`src/rtl/counter_pkg.sv`:
```
// Shared constants for the counter: default width, parameter limits and the
// wrap/saturate selection (macro COUNTER_SATURATE_EN).
package counter_pkg;

  localparam int unsigned DEFAULT_WIDTH = 4;
  localparam int unsigned WIDTH_MIN     = 1;
  localparam int unsigned WIDTH_MAX     = 32;

  localparam longint unsigned MAX_VALUE_MIN = 64'd1;

`ifdef COUNTER_SATURATE_EN
  localparam bit SATURATE_DEFAULT = 1'b1;
`else
  localparam bit SATURATE_DEFAULT = 1'b0;
`endif

  // Largest count representable in 'width' bits; 64-bit math keeps width=32 exact.
  function automatic longint unsigned max_limit(input int unsigned width);
    return (64'd1 << width) - 64'd1;
  endfunction

endpackage

```
`src/rtl/counter_next.sv`:
```
// Combinational next-state for the counter: hold, increment, terminal-count
// wrap or saturate, and recovery from an out-of-range value.
module counter_next
  import counter_pkg::*;
#(
  parameter int unsigned     WIDTH     = DEFAULT_WIDTH,
  parameter longint unsigned MAX_VALUE = max_limit(WIDTH),
  parameter bit              SATURATE  = SATURATE_DEFAULT
) (
  input  logic [WIDTH-1:0] i_count,
  input  logic             i_en,
  output logic [WIDTH-1:0] o_next
);

  localparam logic [WIDTH-1:0] MAX_V = MAX_VALUE[WIDTH-1:0];

  always_comb begin
    // NOTE: default first so every path assigns o_next and no latch is inferred.
    o_next = i_count;
    if (i_en) begin
      if (i_count > MAX_V) begin
        o_next = '0;
      end else if (i_count == MAX_V) begin
        o_next = SATURATE ? MAX_V : '0;
      end else begin
        o_next = i_count + WIDTH'(1);
      end
    end
  end

endmodule

```
`src/rtl/counter.sv`:
```
// Up counter with synchronous active-low reset; wraps at MAX_VALUE, or
// saturates there when COUNTER_SATURATE_EN is defined.
module counter
  import counter_pkg::*;
#(
  parameter int unsigned     WIDTH     = DEFAULT_WIDTH,
  parameter longint unsigned MAX_VALUE = max_limit(WIDTH)
) (
  input  logic             clk,
  input  logic             rst,
  input  logic             en,
  output logic [WIDTH-1:0] count
);

  if (WIDTH < WIDTH_MIN || WIDTH > WIDTH_MAX) begin : g_bad_width
    $error("counter: WIDTH=%0d outside %0d..%0d", WIDTH, WIDTH_MIN, WIDTH_MAX);
  end

  if (MAX_VALUE < MAX_VALUE_MIN || MAX_VALUE > max_limit(WIDTH)) begin : g_bad_max
    $error("counter: MAX_VALUE=%0d outside 1..2**WIDTH-1", MAX_VALUE);
  end

  logic [WIDTH-1:0] r_count;
  logic [WIDTH-1:0] w_next;

  counter_next #(
    .WIDTH     (WIDTH),
    .MAX_VALUE (MAX_VALUE),
    .SATURATE  (SATURATE_DEFAULT)
  ) u_next (
    .i_count (r_count),
    .i_en    (en),
    .o_next  (w_next)
  );

  // NOTE: sequential state uses <= so all flops sample pre-edge values together.
  always_ff @(posedge clk) begin
    if (!rst) begin
      r_count <= '0;
    end else begin
      r_count <= w_next;
    end
  end

  assign count = r_count;

endmodule

```
`config.mk`:
```
export PLATFORM = sky130hd
export DESIGN_NAME = counter
export DESIGN_NICKNAME = d
export VERILOG_FILES = /design/src/rtl/counter_pkg.sv /design/src/rtl/counter_next.sv /design/src/rtl/counter.sv
export SDC_FILE = /design/constraint.sdc
export NUM_CORES = 1
export LEC_CHECK = 0
export ABC_AREA = 1
export ABC_CLOCK_PERIOD_IN_PS = 1100
export BUFFER_PORTS_ARGS = -buffer_cell sky130_fd_sc_hd__buf_2
export CAP_MARGIN = 15
export CORE_AREA = 3 3 40 42
export CTS_CLUSTER_DIAMETER = 120
export DETAILED_ROUTE_END_ITERATION = 8
export DIE_AREA = 0 0 43 45
export GPL_TIMING_DRIVEN = 0
export PLACE_DENSITY = 0.42
export REMOVE_ABC_BUFFERS = 1
export SLEW_MARGIN = 15
export SYNTH_ARGS = -nofsm -noshare
export SYNTH_HDL_FRONTEND = slang
export SYNTH_SLANG_ARGS = --single-unit
```
`constraint.sdc`:
```
create_clock -name clk -period 1.1 [get_ports clk]
set_input_delay 0.22 -clock clk [delete_from_list [all_inputs] [get_ports clk]]
set_output_delay 0.22 -clock clk [all_outputs]
set_load 0.03 [all_outputs]
```
==> results of run 1 <==
-- power by group --
| part | total, W | internal [W] | switching [W] |
|---|---|---|---|
| sequential | 0.000167 | 0.000155 | 0.0000119 |
| clock | 0.000181 | 0.000122 | 0.0000592 |
| combinational | 0.0000617 | 0.0000255 | 0.0000362 |
| total | 0.000410 | 0.000303 | 0.000107 |
-- cells in the final DEF, fill, tap and decap left out --
master	Yosys	routed
dfxtp_1	4	2
xnor2_1	1	1
clkbuf_4	0	5
nor2_2	1	1
nor2_1	2	2
ha_1	1	1
buf_2	0	2
nand2_4	1	1
nand2_1	3	3
dfxtp_2	0	2
nand2_2	1	1
nand3_1	1	1
buf_4	0	2
inv_1	2	2
nand4_1	1	1
a21oi_1	3	3
o21ai_1	2	2
-- area by class of cell --
| type | count | area [sq um] | area share |
|---|---|---|---|
| Inverter | 2 | 7.51 | 0.0276 |
| Multi-Input combinational cell | 17 | 100 | 0.369 |
| Clock buffer | 3 | 22.5 | 0.0829 |
| Sequential cell | 4 | 82.6 | 0.304 |
| Tap cell | 15 | 18.8 | 0.0691 |
| Timing Repair Buffer | 6 | 40.0 | 0.147 |
-- through the flow --
stage / setup WS, ns / total power [W] / hold WS, ns / cells
after floorplan: -0.0655 / 0.000206 / 0.314 / 23
after global routing: 0.00295 / 0.000449 / 0.243 / 47
after detailed placement: 0.0907 / 0.000226 / 0.481 / 44
final: 0.0659 / 0.000410 / 0.231 / 47
after CTS: 0.0193 / 0.000418 / 0.231 / 47
after global placement: 0.0984 / 0.000226 / 0.481 / 44
-- worst max path at each step --
stage                        start        to  slack [ns]  cells after the start
after global routing      count[3]  count[3]       0.003                      1
after CTS                 count[2]  count[2]        0.02                      1
after floorplan           count[0]  count[3]       -0.07                      4
after detailed placement  count[0]  count[3]        0.09                      4
final                     count[3]  count[3]        0.07                      1
after global placement    count[0]  count[3]         0.1                      4
-- per-layer routing --
metal,part of all wire,up-vias,global-route usage
li1,-,95,-
met1,0.51,75,0.0556
met2,0.33,9,0.0659
met3,0.15,0,0.0757
met4,0,0,0.0361
met5,0,-,0
-- cell families after synthesis --
| kind of cell | synth area share |
|---|---|
| XOR/XNOR | 0.0440 |
| AND/OR/NAND/NOR | 0.270 |
| AO/OA/AOI/OAI | 0.126 |
| adder cells (fa/ha/maj) | 0.0629 |
| buffers and inverters | 0.0943 |
| flip-flops | 0.403 |
-- timing repair --
item / in CTS / in global routing
buffers inserted: 0 / 0
endpoints found under the setup margin: 1 / 3
resized for setup: 2 / 5
==> impl_metrics.json, run 1 <==
{
  "status": "finished, final reports clean",
  "rr_worst_depth": 4,
  "hold_path.class": "in2reg",
  "final_util": 0.211,
  "dp_hpwl_microns": 290,
  "fp.dieH_microns": 45,
  "leakage_nw": 0.118,
  "postSynthAreaPerCell_sq_um": 8.29,
  "avgRoutedWirePerCell_microns": 7.89,
  "fin_area_sq_um": 272,
  "clkLatencyLatePin_ns": 0.23,
  "antenna_found_initial": 0,
  "drive_gt1_frac": 0.438,
  "finalHoldViolCount": 0,
  "area_delta_synth_final_pct": 36.5,
  "worstReg2RegStart": "count[1]",
  "std_cell_rows": 13,
  "numClockSinks": 4,
  "rrSetupSlack_ns": 0.15,
  "fmax_mhz": 967,
  "initial_utilization": 0.155,
  "yosysMostFrequentCell": "dfxtp_1",
  "place_area_sq_um": 236,
  "grt_pass1_wl_microns": 724,
  "synth_top_area_share": 0.403,
  "path_buf_inv": 1,
  "cts_hold_buf": 0,
  "syn_inst": 24,
  "cts.root.buffer_cell": "clkbuf_4",
  "min_path_cells": 3,
  "fill_cells": 140,
  "synthFlopType": "dfxtp_1",
  "rsz0062_at_grt": "false",
  "slowest_delay_ns": 0.37,
  "peakVddDrop_mv": 0.430,
  "worst_slew_pin_slew_ns": 0.158,
  "io_buffers": 6,
  "min_period_ns": 1.03,
  "drtIter0Drc": 3,
  "grt_overflow_total": 0,
  "ant_nets": 0,
  "synth_area_leader_cell": "dfxtp_1",
  "finalCritPeriodShare": 0.940,
  "vias": 179,
  "grt_pass1_vias": 178,
  "grt_use_total": 0.0583,
  "critical_path.top_delay_family": "flip-flops",
  "synth_seq_cells": 4,
  "grt_max_degree": 8,
  "crit_type": "reg2out",
  "die_w_microns": 43,
  "dieArea_sq_um": 1940,
  "setup-violations-final": 0,
  "cpMaxStageDelayCell": "dfxtp_1",
  "crit_required_ns": 0.88,
  "synthArstFlopShare": 0,
  "largest_register_ffs": 4,
  "drv_cap": 0,
  "cts-buffers-inserted": 3,
  "syn_area_sq_um": 199,
  "powerDensity_nw_per_um2": 1510,
  "totalWireLength_microns": 371,
  "synth.area.top_cells": "dfxtp_1 (40%), a21oi_1 (7.5%), ha_1 (6.3%), buf_6 (5.7%), nand2_1 (5.7%)",
  "drtPass1Iterations": 2,
  "routed_via_density": 3.81,
  "cp_cell_sequence": "clkbuf_4",
  "finalSetupTns_ns": 0,
  "clock_skew_ns": 0.000344,
  "r2r_end": "count[3]",
  "place_congestion": 0.691,
  "synth_edf_count": 0,
  "hp-start": "rst",
  "ios": 7,
  "hold_end": "count[2]",
  "yosysSeqAreaShare": 0.403,
  "startpoint_type": "flop",
  "synth_common_cells": "dfxtp_1 (4), a21oi_1 (3), nand2_1 (3)",
  "cts_tree": "built",
  "slew-limit-headroom": 0.895,
  "finalNetCount": 38,
  "drv_slew": 0,
  "clk_path_buf_depth": 2,
  "crit_path_end_kind": "primary output",
  "yosysWarnings": 0,
  "cp.arrival_ns": 0.81,
  "core_sq_um": 1280,
  "cts_max_level": 1,
  "drc": 0,
  "synth_cell_types": 14,
  "path_max_fanout": 4,
  "num_antenna_cells": 0,
  "path_clk_slew_ns": 0.04
}
Power figures use the tool's default switching activity.
==> inputs of run 2 (changes only) <==
--- a/config.mk
+++ b/config.mk
@@ -6,7 +6,7 @@
 export NUM_CORES = 1
 export LEC_CHECK = 0
 export ABC_AREA = 1
-export ABC_CLOCK_PERIOD_IN_PS = 1100
+export ABC_CLOCK_PERIOD_IN_PS = 1070
 export BUFFER_PORTS_ARGS = -buffer_cell sky130_fd_sc_hd__buf_2
 export CAP_MARGIN = 15
 export CORE_AREA = 3 3 40 42
==> constraint.sdc (replaced) <==
create_clock -name clk -period 1.07 [get_ports clk]
set_input_delay 0.214 -clock clk [delete_from_list [all_inputs] [get_ports clk]]
set_output_delay 0.214 -clock clk [all_outputs]
set_load 0.03 [all_outputs]
==> impl_metrics.json, run 2 (synthesis results as in run 1) <==
{
  "routed_via_density": 3.81,
  "avgRoutedWirePerCell_microns": 7.89,
  "clk_path_buf_depth": 2,
  "place_congestion": 0.691,
  "largest_register_ffs": 4,
  "hp-start": "rst",
  "grt_use_total": 0.0583,
  "setup-violations-final": 0,
  "worst_slew_pin_slew_ns": 0.159,
  "critical_path.top_delay_family": "flip-flops",
  "rsz0062_at_grt": "false",
  "finalPower_w": 0.000423,
  "rrSetupSlack_ns": 0.14,
  "crit_required_ns": 0.86,
  "grt_overflow_total": 0,
  "die_w_microns": 43,
  "grt_pass1_wl_microns": 724,
  "slew-limit-headroom": 0.894,
  "fill_cells": 141,
  "powerDensity_nw_per_um2": 1550,
  "status": "finished, final reports clean",
  "cts_hold_buf": 0,
  "drc": 0,
  "crit_type": "reg2out",
  "final_cell_mix": "buf_4 (4), nand2_1 (3), a21oi_1 (3), clkbuf_4 (3), dfxtp_2 (3)",
  "min_period_ns": 1.00,
  "layout_commonest_cell": "buf_4",
  "io_buffers": 6,
  "fmax_mhz": 999,
  "numClockSinks": 4,
  "initial_utilization": 0.155,
  "multi_input_area_sq_um": 100,
  "slowest_delay_ns": 0.37,
  "path_clk_slew_ns": 0.04,
  "cpMaxStageDelayCell": "dfxtp_1",
  "finalCritPeriodShare": 0.935,
  "core_sq_um": 1280,
  "clock_skew_ns": 0.000336,
  "final_util": 0.212,
  "area_delta_synth_final_pct": 37.1,
  "hold_end": "count[2]",
  "cp_cell_sequence": "buf_4",
  "register_area_sq_um": 83.8,
  "totalWireLength_microns": 371,
  "dieArea_sq_um": 1940,
  "std_cell_rows": 13,
  "drive_gt1_frac": 0.469,
  "finalHoldViolCount": 0,
  "drv_slew": 0,
  "hold_path.class": "in2reg",
  "worstReg2RegStart": "count[0]",
  "ios": 7,
  "rr_worst_depth": 4,
  "vias": 179,
  "leakage_nw": 0.119,
  "postCtsSetupBuffers": 0,
  "finalNetCount": 38,
  "peakVddDrop_mv": 0.442,
  "num_antenna_cells": 0,
  "drtPass1Iterations": 2,
  "cts_resized": 3,
  "grt_pass1_vias": 178,
  "startpoint_type": "flop",
  "ant_nets": 0,
  "clkLatencyLatePin_ns": 0.23,
  "drv_cap": 0,
  "min_path_cells": 3,
  "r2r_end": "count[3]",
  "antenna_found_initial": 0,
  "path_max_fanout": 4,
  "fp.dieH_microns": 45,
  "cts.root.buffer_cell": "clkbuf_4",
  "cp.arrival_ns": 0.79,
  "dp_hpwl_microns": 290,
  "cts_tree": "built",
  "grt_max_degree": 8,
  "path_buf_inv": 1,
  "drtIter0Drc": 3,
  "cts-buffers-inserted": 3,
  "crit_path_end_kind": "primary output",
  "hold_ws_ns": 0.224,
  "cts_max_level": 1
}
## run 2: per-stage QoR
stage,worst slack [ns],TNS [ns],instances,cell area [sq um]
6_report,0.0693,0,47,273
5_1_grt,0.00817,0,47,273
4_1_cts,0.0186,0,47,265
3_5_place_dp,0.0607,0,44,236
3_3_place_gp,0.0684,0,44,236
2_1_floorplan,-0.0955,-0.248,23,188
## run 2: worst max path at each step
stage | from | to | slack (ns) | depth (start not counted)
floorplan | count[0] | count[3] | -0.1 | 4
global placement | count[0] | count[3] | 0.07 | 4
detailed placement | count[0] | count[3] | 0.06 | 4
CTS | count[1] | count[1] | 0.02 | 1
global route | count[3] | count[3] | 0.008 | 1
finish | count[3] | count[3] | 0.07 | 1
## run 2: final cells by class
cell class	instances	area share
Sequential cell	4	0.307
Tap cell	15	0.0688
Clock buffer	3	0.0826
Timing Repair Buffer	6	0.147
Inverter	2	0.0275
Multi-Input combinational cell	17	0.367
## run 2: layer usage
| layer | vias to the layer above | GRT usage | wire length, microns |
|---|---|---|---|
| met1 | 75 | 0.0556 | 197 |
| met3 | 0 | 0.0757 | 51 |
| met2 | 9 | 0.0659 | 122 |
| met5 | - | 0 | 0 |
| li1 | 95 | - | - |
| met4 | 0 | 0.0361 | 0 |
## run 2: power by group
group / internal, W / switching [W] / total (W)
logic: 0.0000264 / 0.0000372 / 0.0000636
registers: 0.000161 / 0.0000123 / 0.000173
clock network: 0.000125 / 0.0000609 / 0.000186
total: 0.000312 / 0.000110 / 0.000423
==> inputs of run 3 (changes only) <==
--- a/config.mk
+++ b/config.mk
@@ -6,15 +6,15 @@
 export NUM_CORES = 1
 export LEC_CHECK = 0
 export ABC_AREA = 1
-export ABC_CLOCK_PERIOD_IN_PS = 1070
+export ABC_CLOCK_PERIOD_IN_PS = 900
 export BUFFER_PORTS_ARGS = -buffer_cell sky130_fd_sc_hd__buf_2
-export CAP_MARGIN = 15
+export CAP_MARGIN = 20
 export CORE_AREA = 3 3 40 42
 export CTS_CLUSTER_DIAMETER = 120
 export DETAILED_ROUTE_END_ITERATION = 8
 export DIE_AREA = 0 0 43 45
 export GPL_TIMING_DRIVEN = 0
-export PLACE_DENSITY = 0.42
+export PLACE_DENSITY = 0.43
 export REMOVE_ABC_BUFFERS = 1
 export SLEW_MARGIN = 15
 export SYNTH_ARGS = -nofsm -noshare
==> constraint.sdc (replaced) <==
create_clock -name clk -period 0.9 [get_ports clk]
set_input_delay 0.18 -clock clk [delete_from_list [all_inputs] [get_ports clk]]
set_output_delay 0.18 -clock clk [all_outputs]
set_load 0.03 [all_outputs]
==> impl_metrics.json, run 3 (synthesis results as in run 1) <==
{
  "drtIter0Drc": 2,
  "final_util": 0.261,
  "largest_register_ffs": 4,
  "totalWireLength_microns": 436,
  "std_cell_rows": 13,
  "cts_hold_buf": 0,
  "grt_use_total": 0.0592,
  "top_layer": "met3",
  "drv_slew": 0,
  "initial_utilization": 0.155,
  "ios": 7,
  "cts.root.buffer_cell": "clkbuf_4",
  "dr_wl_met2_microns": 166,
  "fmax_mhz": 1110,
  "crit_type": "reg2reg",
  "finalHoldViolCount": 0,
  "clock_skew_ns": 0.00511,
  "hold_path.class": "in2reg",
  "path_clk_slew_ns": 0.04,
  "fp.dieH_microns": 45,
  "clk_path_buf_depth": 2,
  "setup-violations-final": 1,
  "startpoint_type": "flop",
  "cts-buffers-inserted": 3,
  "grt_max_degree": 8,
  "finalPower_w": 0.000530,
  "clkLatencyLatePin_ns": 0.24,
  "leakage_nw": 0.143,
  "numClockSinks": 4,
  "wl_met3_microns": 81,
  "min_period_ns": 0.904,
  "cts_max_level": 1,
  "finalCritPeriodShare": 1.00,
  "place_area_sq_um": 236,
  "wl_met1_microns": 187,
  "core_sq_um": 1280,
  "num_antenna_cells": 0,
  "dp_hpwl_microns": 304,
  "avgRoutedWirePerCell_microns": 8.55,
  "grt_overflow_total": 0,
  "cts_tree": "built",
  "ant_nets": 0,
  "routed_via_density": 4.02,
  "io_buffers": 6,
  "antenna_found_initial": 0,
  "status": "finished with violations",
  "path_max_fanout": 4,
  "place_congestion": 0.630,
  "fin_area_sq_um": 335,
  "powerDensity_nw_per_um2": 1580,
  "grt_pass1_vias": 179,
  "die_w_microns": 43,
  "violations": "setup timing",
  "final_cell_mix": "buf_6 (4), buf_4 (4), clkbuf_4 (3), dfxtp_4 (3)",
  "post-place-ws_ns": -0.127,
  "grt_pass1_wl_microns": 752,
  "vias": 205,
  "cp.arrival_ns": 1.03,
  "drc": 0,
  "area_delta_synth_final_pct": 68.6,
  "setup_ws_ns": -0.00389,
  "worst_slew_pin_slew_ns": 0.158,
  "dieArea_sq_um": 1940,
  "crit_path_end_kind": "flop",
  "finalNetCount": 42,
  "peakVddDrop_mv": 0.691,
  "drtPass1Iterations": 4,
  "fill_cells": 135,
  "drive_gt1_frac": 0.639,
  "crit_required_ns": 1.03,
  "rsz0062_at_grt": "true",
  "drv_cap": 0,
  "hold_ws_ns": 0.203,
  "slew-limit-headroom": 0.894
}
[run 3: cell count changes in the layout (fill, tap and decap cells not counted), sizes merged]
| cell | change |
|---|---|
| buf | +4 |
[run 3: where the power goes]
| part | switching, W | internal [W] | leakage (nW) |
|---|---|---|---|
| registers | 0.0000114 | 0.000187 | 0.0353 |
| clock network | 0.0000777 | 0.000149 | 0.0138 |
| logic | 0.0000538 | 0.0000506 | 0.0935 |
[run 3: worst max-delay path, stage by stage (launching register included)]
cell and delay, ns:
dfxtp_4 0.36, ha_2 0.19, nand4_1 0.11, nand2_2 0.10, nor2_1 0.04
[run 3: layout make-up]
type	instances	area, sq um	share of cell area
Clock buffer	3	22.5	0.0672
Inverter	2	7.51	0.0224
Timing Repair Buffer	10	85.1	0.254
Sequential cell	4	92.6	0.276
Multi-Input combinational cell	17	109	0.325
Tap cell	15	18.8	0.0560
[run 3: path summary, 6_finish.rpt]
path                 start  slack, ns       end  cells past startpoint
hold / removal         rst       0.20  count[2]                      3
setup / recovery  count[1]     -0.004  count[0]                      4
setup reg to reg  count[1]     -0.004  count[0]                      4
hold reg to reg   count[1]       0.55  count[1]                      2
[run 3: repair_timing]
action,4_1_cts,5_1_grt
buffers inserted,4,0
pin swaps,0,1
resized for setup,16,2
setup endpoints to repair,8,5
[run 3: per-stage QoR]
| stage | setup TNS (ns) | cells |
|---|---|---|
| floorplan | -0.928 | 23 |
| global placement | -0.233 | 44 |
| detailed placement | -0.308 | 44 |
| CTS | -0.0163 | 51 |
| global route | -0.132 | 51 |
| finish | -0.00389 | 51 |
[run 3: layer usage]
layer | GRT usage | vias to the layer above
met5 | 0 | -
met4 | 0.0361 | 0
met3 | 0.0637 | 0
met2 | 0.0719 | 18
met1 | 0.0604 | 83
li1 | - | 104
